===== src/rtl/counter_10bit.sv =====
// counter_10bit: free-running binary up-counter with a synchronous parallel load.
// The count wraps modulo 2^WIDTH with no flag and no stall. count_out is driven
// straight from the count register, so there is no combinational path from the inputs.
module counter_10bit #(
    parameter int               WIDTH       = 10,
    parameter logic [WIDTH-1:0] RESET_VALUE = '0
) (
    input  logic             clk,
    input  logic             rstn,
    input  logic             load,
    input  logic [WIDTH-1:0] load_count_value,
    output logic [WIDTH-1:0] count_out
);

    localparam logic [WIDTH-1:0] ONE = {{(WIDTH-1){1'b0}}, 1'b1};

    logic [WIDTH-1:0] count_reg;
    logic [WIDTH-1:0] count_next;

    // Next-state selection: a load overrides the increment on the same edge.
    // The increment is truncated to WIDTH bits, which gives the silent wrap.
    always_comb begin
        count_next = count_reg + ONE;
        if (load) begin
            count_next = load_count_value;
        end
    end

    // Count register: the asynchronous reset dominates both load and increment.
    always_ff @(posedge clk or negedge rstn) begin
        if (!rstn) begin
            count_reg <= RESET_VALUE;
        end else begin
            count_reg <= count_next;
        end
    end

    assign count_out = count_reg;

endmodule


===== config.mk =====
export PLATFORM = sky130hd
export DESIGN_NAME = counter_10bit
export DESIGN_NICKNAME = d
export VERILOG_FILES = /design/src/rtl/counter_10bit.sv
export SDC_FILE = /design/constraint.sdc
export NUM_CORES = 1
export LEC_CHECK = 0
export CORE_MARGIN = 1
export CORE_UTILIZATION = 39
export DETAILED_ROUTE_END_ITERATION = 10
export PLACE_DENSITY = 0.76
export SYNTH_ARGS = -nofsm -noshare
export SYNTH_HDL_FRONTEND = slang
export SYNTH_SLANG_ARGS = --single-unit

===== constraint.sdc =====
create_clock -name clk -period 2.16 [get_ports clk]
set_clock_uncertainty 0.15 [all_clocks]
set_input_delay 0.54 -clock clk [delete_from_list [all_inputs] [get_ports clk]]
set_output_delay 0.54 -clock clk [all_outputs]
set_load 0.005 [all_outputs]

==> run summary <==
==================================================================================
Status .............................................................. finished, final reports clean
Number of buffers inserted during clock tree synthesis ..............            3
CTS tree ............................................................        built
Minimum clock period after layout ...................................      1.97 ns
Max Root-Sink Buffers ...............................................            2
# rows ..............................................................           12
Violation count after the first detailed-route iteration ............            9
Worst setup margin ..................................................     0.186 ns
Maximum single-stage delay on the critical path .....................      0.55 ns
Worst-case reg-to-reg path depth ....................................            4
GP Congestion .......................................................        0.724
CP Data Arrival Time ................................................      1.28 ns
Critical path depth in cells ........................................            1
Post-DR wirelength/cell .............................................      13.3 µm
Sum Neg Setup Slack .................................................         0 ns
Number of setup violations in the final report ......................            0
Power per Cell Area .................................................   631 mW/mm²
Critical path launch point type .....................................         flop
Post-layout total power .............................................       497 µW
Number of warnings issued by yosys ..................................            0
Synthesized-area fraction occupied by ao, oa, aoi and oai cells .....        12.1%
Flip-flop count of the largest register, all copies and words added .           10
Area delta synth->final .............................................        49.4%
Core Footprint ......................................................  0.00119 mm²
Root buf cell .......................................................     clkbuf_4
# hold bufs at CTS ..................................................            0
Final wirelength ....................................................      1240 µm
Synth Cell Area .....................................................      527 µm²
Worst vdd rail ir drop ..............................................     0.408 mV
Floorplan die width .................................................      38.8 µm
Vias ................................................................          507
Unrepaired setup endpoints after global routing .....................           no
H-tree level count ..................................................            1
Overflow left after global routing ..................................            0
Share of the cycle needed by the critical path after routing ........        91.4%
Fraction of synthesized cell area taken by the top area cell type ...        47.5%
Final net count .....................................................           95
DP Area .............................................................      764 µm²
Cell Chain, Critical Path ........................................... clkdlybuf4s50_1
Most used cells in the layout excluding fill and tap cells .......... 22 x clkdlybuf4s50_1, 10 x nand3_1, 10 x dfrtp_1
CTS clock-pin slew for the worst setup and hold paths ...............      0.06 ns
Setup slack, reg-to-reg .............................................      0.40 ns
DIE HEIGHT ..........................................................      38.8 µm
Number of cells upsized or downsized after cts ......................            0
Final Instance Area .................................................      787 µm²
Remaining max-slew budget at the tightest pin .......................        68.1%
Type of element capturing the critical path ......................... primary output
Pins Over Slew Limit ................................................            0
Via count of the first global-routing pass ..........................          439
Mean post-synth cell area ...........................................     9.58 µm²
Antenna diodes ......................................................            0
Post-CTS setup-driven buffer insertion count ........................            0
Setup slack at placement ............................................    0.0592 ns
Final-layout fill cell count ........................................          119
Count of nets left with antenna violations after detail routing .....            0
Sinks on Clock Net ..................................................           10
Biggest area consumer among synthesized cells .......................      dfrtp_1
IO buf count ........................................................           22
Slowest cell on the critical path ................................... clkdlybuf4s50_1
Mux contribution to synthesized area ................................        2.14%
Number of library cell types mapped by synthesis ....................           17
Cell count after placement ..........................................           90
Adder-Cell Fraction of Synth Area ...................................        2.38%
Worst-Skew Late Latency .............................................      0.26 ns
Boundary Pins .......................................................           23
Hold-critical path depth ............................................            2
Seq/Total Area, Yosys ...............................................        47.5%
Final cell count without fillers ....................................           93
Initial antenna violation count .....................................            0
CP Data Required Time ...............................................      1.47 ns
Drt pass-1 iters ....................................................            4
Synthesized instance count ..........................................           55
Remaining routing DRC violations ....................................            0
Via-per-instance ratio ..............................................         5.45
First-pass GRT wire length ..........................................      1930 µm
Peak fanout along the critical path .................................            6
Type of the most critical hold path ................................. flop to flop
Total global routing track utilization ..............................        20.8%
Fmax achieved .......................................................    0.507 GHz
Maximum number of pins on one net before global-route repair ........           11
Fraction of layout cells with a size suffix above 1 .................        8.86%
Buf/Inv on CP .......................................................            1
Main combinational cell family by area after synthesis .............. simple AND/OR/NAND/NOR gates
Slew at the pin with the worst max-slew slack .......................     0.477 ns
Leading cell type in the layout, fill and taps excluded ............. clkdlybuf4s50_1
Top cell family by delay on the critical path ....................... buffers and inverters
HPWL reported at the end of detailed placement ......................       828 µm
Total of max-cap violations .........................................            0
Synthesized-area fraction occupied by xor and xnor cells ............        4.99%
Die area ............................................................  0.00150 mm²
CP Class ............................................................ flop to primary output
Post-synthesis net count ............................................           69
Final hold violations ...............................................            0
Simple-gate portion of the synthesized area .........................        28.0%
Synth area leaders .................................................. dfrtp_1 48%, nand3_1 9.5%, nand2_1 6.4%
Pleak ...............................................................     0.311 nW
Initial core utilization ............................................        44.4%
Post-synthesis sequential element count .............................           10
==================================================================================
[cell usage after synthesis, drive strengths merged]
library cell and instances:
o21ai 4, xor2 2, xnor2 1, dfrtp 10
nand3 10, o31ai 1, or4 5, clkbuf 2
inv 2, nand4 1, ha 1, o211ai 4
nand2 9, a31oi 1, mux2 1, nor2 1
[tightest hold or removal path: cells and delay by family (launching register included)]
| kind | cells | cell delay, ns |
|---|---|---|
| AOI/OAI and AO/OA | 2 | 0.15 |
| DFF | 1 | 0.39 |
[where the power goes]
| group | switching (mW) | internal, mW |
|---|---|---|
| combinational | 0.0460 | 0.0815 |
| clock | 0.0607 | 0.0643 |
| sequential | 0.0347 | 0.210 |
[cell type report]
| class | instances | area [µm²] | area share, % |
|---|---|---|---|
| tap | 14 | 17.5 | 2.23 |
| multi-input combinational | 41 | 262 | 33.2 |
| sequential | 10 | 250 | 31.8 |
| timing repair buffer | 23 | 228 | 28.9 |
| clock buffer | 3 | 22.5 | 2.86 |
| inverter | 2 | 7.51 | 0.954 |
[kinds of logic after synthesis]
logic type | count (synthesis)
AOI/OAI and AO/OA | 10
xor gates and xnor gates | 3
adders and majority gates | 1
buffers and inverters | 4
DFF | 10
muxes | 1
and+or+nand+nor | 26
[layer usage]
| layer | track usage, % | vias up | wire length (µm) |
|---|---|---|---|
| met2 | 27.9 | 20 | 532 |
| met5 | 0 | - | 0 |
| met3 | 9.25 | 4 | 83 |
| met1 | 25.5 | 229 | 586 |
| li1 | - | 254 | - |
| met4 | 15.5 | 0 | 36 |
[final timing paths]
| path | endpoint | from |
|---|---|---|
| worst min-delay path | count_out[9] | count_out[9] |
| worst min register to register | count_out[9] | count_out[9] |
| min in group asynchronous | count_out[9] | rstn |
| worst max register to register | count_out[6] | count_out[0] |
| worst max-delay path | count_out[2] | count_out[2] |
| max in group asynchronous | count_out[5] | rstn |
[metrics by stage]
stage	utilization, %	hold slack [ns]
after global routing	66.4	0.447
after global placement	64.5	0.415
after detailed placement	64.5	0.424
final	66.4	0.426
after CTS	66.4	0.435
after floorplan	-	0.0944
(Power assumes the default switching activity.)
==> variant 1: new RTL, same settings <==
Set the parameter `WIDTH` to 11 (it was 10).
--- a/src/rtl/counter_10bit.sv
+++ b/src/rtl/counter_10bit.sv
@@ -2,7 +2,7 @@
 // The count wraps modulo 2^WIDTH with no flag and no stall. count_out is driven
 // straight from the count register, so there is no combinational path from the inputs.
 module counter_10bit #(
-    parameter int               WIDTH       = 10,
+    parameter int               WIDTH       = 11,
     parameter logic [WIDTH-1:0] RESET_VALUE = '0
 ) (
     input  logic             clk,
Interface: changed (resized count_out and load_count_value); port bits go from 23 to 25. No check against the original RTL was run, so the function may have changed too.
==> variant 1 against the original RTL <==
Wire length up 15%. Worst hold slack got worse by 0.027 ns. Synthesized area grew 12%. Final area grew 12%. Via count is 6.7% higher. Synthesized cell count increased by 9.1%. Power up 11%. Sequential cell count grew 1. Setup slack gained 0.010 ns.
==> variant 1: results (changes against the original RTL) <==
.. list-table::
   :header-rows: 1

   * - Metric
     - Value
   * - Top area cells in the synthesized netlist
     - dfrtp_1 (47%), nand2_1 (5.7%), or4_1 (5.1%), o311a_2 (3.8%), a221o_1 (3.4%)
   * - Nets@finish
     - 104 (+9.5%)
   * - Initial detailed-routing violation count
     - 5 (-4)
   * - Largest net degree at the start of global routing
     - 12 (+1)
   * - Number of setup buffers added after CTS
     - 0 (unchanged)
   * - Largest register FFs
     - 11 (+1)
   * - Detailed-route wire length
     - 1.42 mm (+15%)
   * - Most used standard cells in the synthesized netlist
     - dfrtp_1 (11), nand2_1 (9)
   * - Length of the first detailed-routing pass in iterations
     - 3 (-1)
   * - Highest-delay cell along the critical path
     - clkdlybuf4s50_1
   * - Via/cell ratio
     - 5.25 (-3.7%)
   * - Placed Cells
     - 99 (+10%)
   * - Post-synth net total
     - 75 (+8.7%)
   * - Via count of the first global-routing pass
     - 492 (+12%)
   * - Antenna-violating nets left
     - 0 (unchanged)
   * - Leakage power
     - 0.342 nW (+10%)
   * - Global-route total usage across every layer
     - 0.205 (-0.00300)
   * - Internal power component
     - 0.000393 W (+11%)
   * - Clock insertion delay at the later pin of the skew report
     - 0.26 ns (about the same)
   * - Sequential element share of the synthesized area
     - 0.468 (-0.00697)
   * - Critical Path AT
     - 1.27 ns
   * - Library cell used as clock root buffer
     - clkbuf_4
   * - First-pass GRT wire length
     - 2.19 mm (+14%)
   * - Port-buffer cells
     - 24 (+9.1%)
   * - Number of distinct library cells after synthesis
     - 21 (+4)
   * - Run status
     - complete, no violations
   * - Post-DP HPWL
     - 1.07 mm (+30%)
   * - Class of the tightest hold or removal check
     - flop to flop
   * - Fraction of final layout cells sized beyond drive strength 1
     - 0.114 (+0.0250)
   * - Fill cell count
     - 123 (+3.4%)
   * - Max FO, Critical Path
     - 7 (+1)
   * - CTS clk-pin slew, worst paths
     - 0.07 ns
   * - Total vias in the final route
     - 541 (+6.7%)
   * - Global placement routability congestion
     - 0.818 (+13%)
   * - Post-cts gate resize count
     - 0 (unchanged)
   * - Avg Synthesized Cell Area
     - 9.80 um2 (+2.3%)
   * - Maximum resistive drop on vdd
     - 323 uV (-21%)
   * - Actual slew at the worst max-slew pin
     - 0.522 ns (+0.0447 ns)
==> variant 1: cells by family after synthesis <==
| kind of cell | Yosys count | share of synthesized area |
|---|---|---|
| AND/OR/NAND/NOR | 26 | 0.243 |
| AO/OA/AOI/OAI | 14 | 0.179 |
| flip-flops | 11 | 0.468 |
| buffers and inverters | 4 | 0.0255 |
| XOR/XNOR | 3 | 0.0447 |
| multiplexers | 1 | 0.0191 |
| adder cells (fa/ha/maj) | 1 | 0.0213 |
==> variant 1: path summary, 6_finish.rpt <==
path                               from             to  slack (ns)  cells after the start
hold reg to reg            count_out[0]   count_out[0]        0.40                      1
hold / removal             count_out[0]   count_out[0]        0.40                      1
setup / recovery           count_out[6]   count_out[6]        0.20                      1
min in group asynchronous          rstn   count_out[6]        0.47                      1
max in group asynchronous          rstn   count_out[7]        1.04                      1
setup reg to reg           count_out[0]  count_out[10]        0.47                      4
==> variant 1: power groups by stage <==
stage	Clock, W	Sequential, W	Combinational [W]
4_1_cts	0.000144	0.000265	0.000148
3_5_place_dp	0	0.000269	0.000147
3_3_place_gp	0	0.000268	0.000143
5_1_grt	0.000149	0.000270	0.000164
6_report	0.000139	0.000265	0.000146
2_1_floorplan	0	0.000265	0.0000563
==> variant 1: cell type report <==
| type | count | share of cell area |
|---|---|---|
| multi-input combinational | 45 | 0.338 |
| sequential | 11 | 0.312 |
| timing repair buffer | 26 | 0.290 |
| clock buffer | 4 | 0.0298 |
| tap | 15 | 0.0213 |
| inverter | 2 | 0.00852 |
==> variant 1: routing by layer <==
| layer | GRT usage | share of wire | up-vias |
|---|---|---|---|
| li1 | - | - | 282 |
| met1 | 0.259 | 0.49 | 245 |
| met2 | 0.328 | 0.46 | 12 |
| met3 | 0.0543 | 0.036 | 2 |
| met4 | 0.0750 | 0.0084 | 0 |
| met5 | 0 | 0 | - |
==> variant 1: through the flow <==
step	hold slack, ns	utilization	worst slack (ns)	cell area [um2]
6_report	0.399	0.652	0.197	881
5_1_grt	0.449	0.652	0.157	881
4_1_cts	0.412	0.652	0.196	881
3_5_place_dp	0.396	0.633	0.172	855
3_3_place_gp	0.394	0.633	0.212	855
2_1_floorplan	0.0944	-	0.591	588
==> variant 2: new RTL, same flow settings <==
Without the edit above. Make the reset (`rstn`) synchronous in one clocked block. Comments in the files are not updated.
--- a/src/rtl/counter_10bit.sv
+++ b/src/rtl/counter_10bit.sv
@@ -27,7 +27,7 @@
     end
 
     // Count register: the asynchronous reset dominates both load and increment.
-    always_ff @(posedge clk or negedge rstn) begin
+    always_ff @(posedge clk) begin
         if (!rstn) begin
             count_reg <= RESET_VALUE;
         end else begin
Formal check against the unedited RTL: differs if rstn is asserted again (counterexample within 4 cycles, from zero or initial values and one cycle with rstn low); with rstn held inactive, the same outputs for 10 cycles.
==> variant 2 against the original RTL <==
Wire length is 6.9% lower. Largest cell class unchanged. Final cell count grew 2.2%. Final area shrank 4.1%. Sequential share of layout area is 5.3 points lower. Setup slack improved by 0.015 ns. Core utilization down 1.1 points. Largest power group unchanged. Critical path depth stayed put. Power decreased by 15%. Highest routed layer unchanged. Sequential power decreased by 11%. Sequential cell count unchanged. Synthesized area decreased by 4.8%.
==> variant 2: results (changes against the original RTL) <==
.. list-table::
   :header-rows: 1

   * - Metric
     - Value
   * - Ys async rst share
     - 0 (-1.00)
   * - Most used standard cells in the synthesized netlist
     - o21ai_0 (11), dfxtp_1 (10), nand3_1 (6)
   * - Area used by multi-input combinational logic
     - 287 um2 (+9.6%)
   * - Via count of the first global-routing pass
     - 473 (+7.7%)
   * - Sequential element share of the synthesized area
     - 0.399 (-0.0761)
   * - Nets@finish
     - 97 (+2.1%)
   * - Post-synth net total
     - 72 (+4.3%)
   * - Xor/xnor cell area share of the yosys netlist
     - 0.0524 (+0.00249)
   * - Clock insertion delay at the later pin of the skew report
     - 0.25 ns
   * - Routing usage on met3
     - 0.0595 (-0.0330)
   * - Drt wl/cell
     - 12.1 um (-8.9%)
   * - Port-buffer cells
     - 22 (unchanged)
   * - Length of the first detailed-routing pass in iterations
     - 2 (-2)
   * - WL met2
     - 519 um (-2.4%)
   * - Number of distinct library cells after synthesis
     - 22 (+5)
   * - Worst slew margin
     - 0.783 (+0.102)
   * - Global placement routability congestion
     - 0.740 (+2.2%)
   * - Run status
     - complete, no violations
   * - Share of synthesized area spent on multiplexers
     - 0.0200 (-0.00143)
   * - Global routing met2 resource utilization
     - 0.328 (+0.0484)
   * - First-pass GRT wire length
     - 2.09 mm (+8.2%)
   * - Area fraction in compound gates after synthesis
     - 0.229 (+0.108)
   * - Part of the total power dissipated in sequential elements
     - 0.515 (+0.023)
   * - Gate Count Post-Synth
     - 58 (+5.5%)
   * - Pre-CTS setup slack
     - 0.217 ns (+0.158 ns)
   * - Largest buffer count on any clock path
     - 2 (unchanged)
   * - Fill cell count
     - 110 (-7.6%)
   * - Placed Cells
     - 92 (+2.2%)
   * - Total vias in the final route
     - 511 (+0.79%)
   * - Switching power summed over all nets
     - 0.000104 W (-27%)
   * - Post-DP HPWL
     - 846 um (+2.2%)
   * - Power Combinational
     - 0.0000818 W (-36%)
   * - Leakage power
     - 0.265 nW (-15%)
   * - Total routed wire length on the met1 layer
     - 570 um (-2.7%)
   * - Antenna violations before repair
     - 0 (unchanged)
   * - Fraction of final layout cells sized beyond drive strength 1
     - 0.0864 (-0.00219)
   * - Max FO, Critical Path
     - 6 (unchanged)
   * - Detailed-route wire length
     - 1.15 mm (-6.9%)
   * - Initial detailed-routing violation count
     - 11 (+2)
   * - Largest net degree at the start of global routing
     - 13 (+2)
   * - GR Util met1
     - 0.277 (+0.0224)
   * - Number of setup buffers added after CTS
     - 0 (unchanged)
   * - Adder and majority gate portion of the synthesized area
     - 0.0249 (+0.00118)
   * - Placed standard-cell area
     - 732 um2 (-4.3%)
   * - Length of routed met3 wiring
     - 51 um (-39%)
   * - Maximum resistive drop on vdd
     - 331 uV (-19%)
   * - Top area cells in the synthesized netlist
     - dfxtp_1 (40%), o21ai_0 (11%), nand3_1 (6.0%), a31oi_1 (5.0%), or3_2 (4.5%)
   * - Number of buffers created by CTS
     - 3 (unchanged)
[variant 2: cell count changes after synthesis, sizes merged, moves of 2 or more]
cell / delta
a21oi: +2
a31oi: +3
and2: +2
dfrtp: -10
dfxtp: +10
nand2: -6
nand3: -4
o211ai: -4
o21ai: +7
or3: +3
or4: -4
[variant 2: cell type report]
cell class | instances | area share
well taps | 14 | 0.0232
repair buffers | 22 | 0.292
clock buffers | 3 | 0.0299
multi-input cells | 44 | 0.380
flip-flops and latches | 10 | 0.265
inverters | 2 | 0.00995
[variant 2: worst paths after layout]
check                           depth (start not counted)            to  slack, ns          from
worst max-delay path                                    1  count_out[2]       0.20  count_out[2]
worst min-delay path                                    2  count_out[9]       0.35  count_out[9]
worst max register to register                          4  count_out[6]       0.54  count_out[0]
worst min register to register                          2  count_out[9]       0.35  count_out[9]
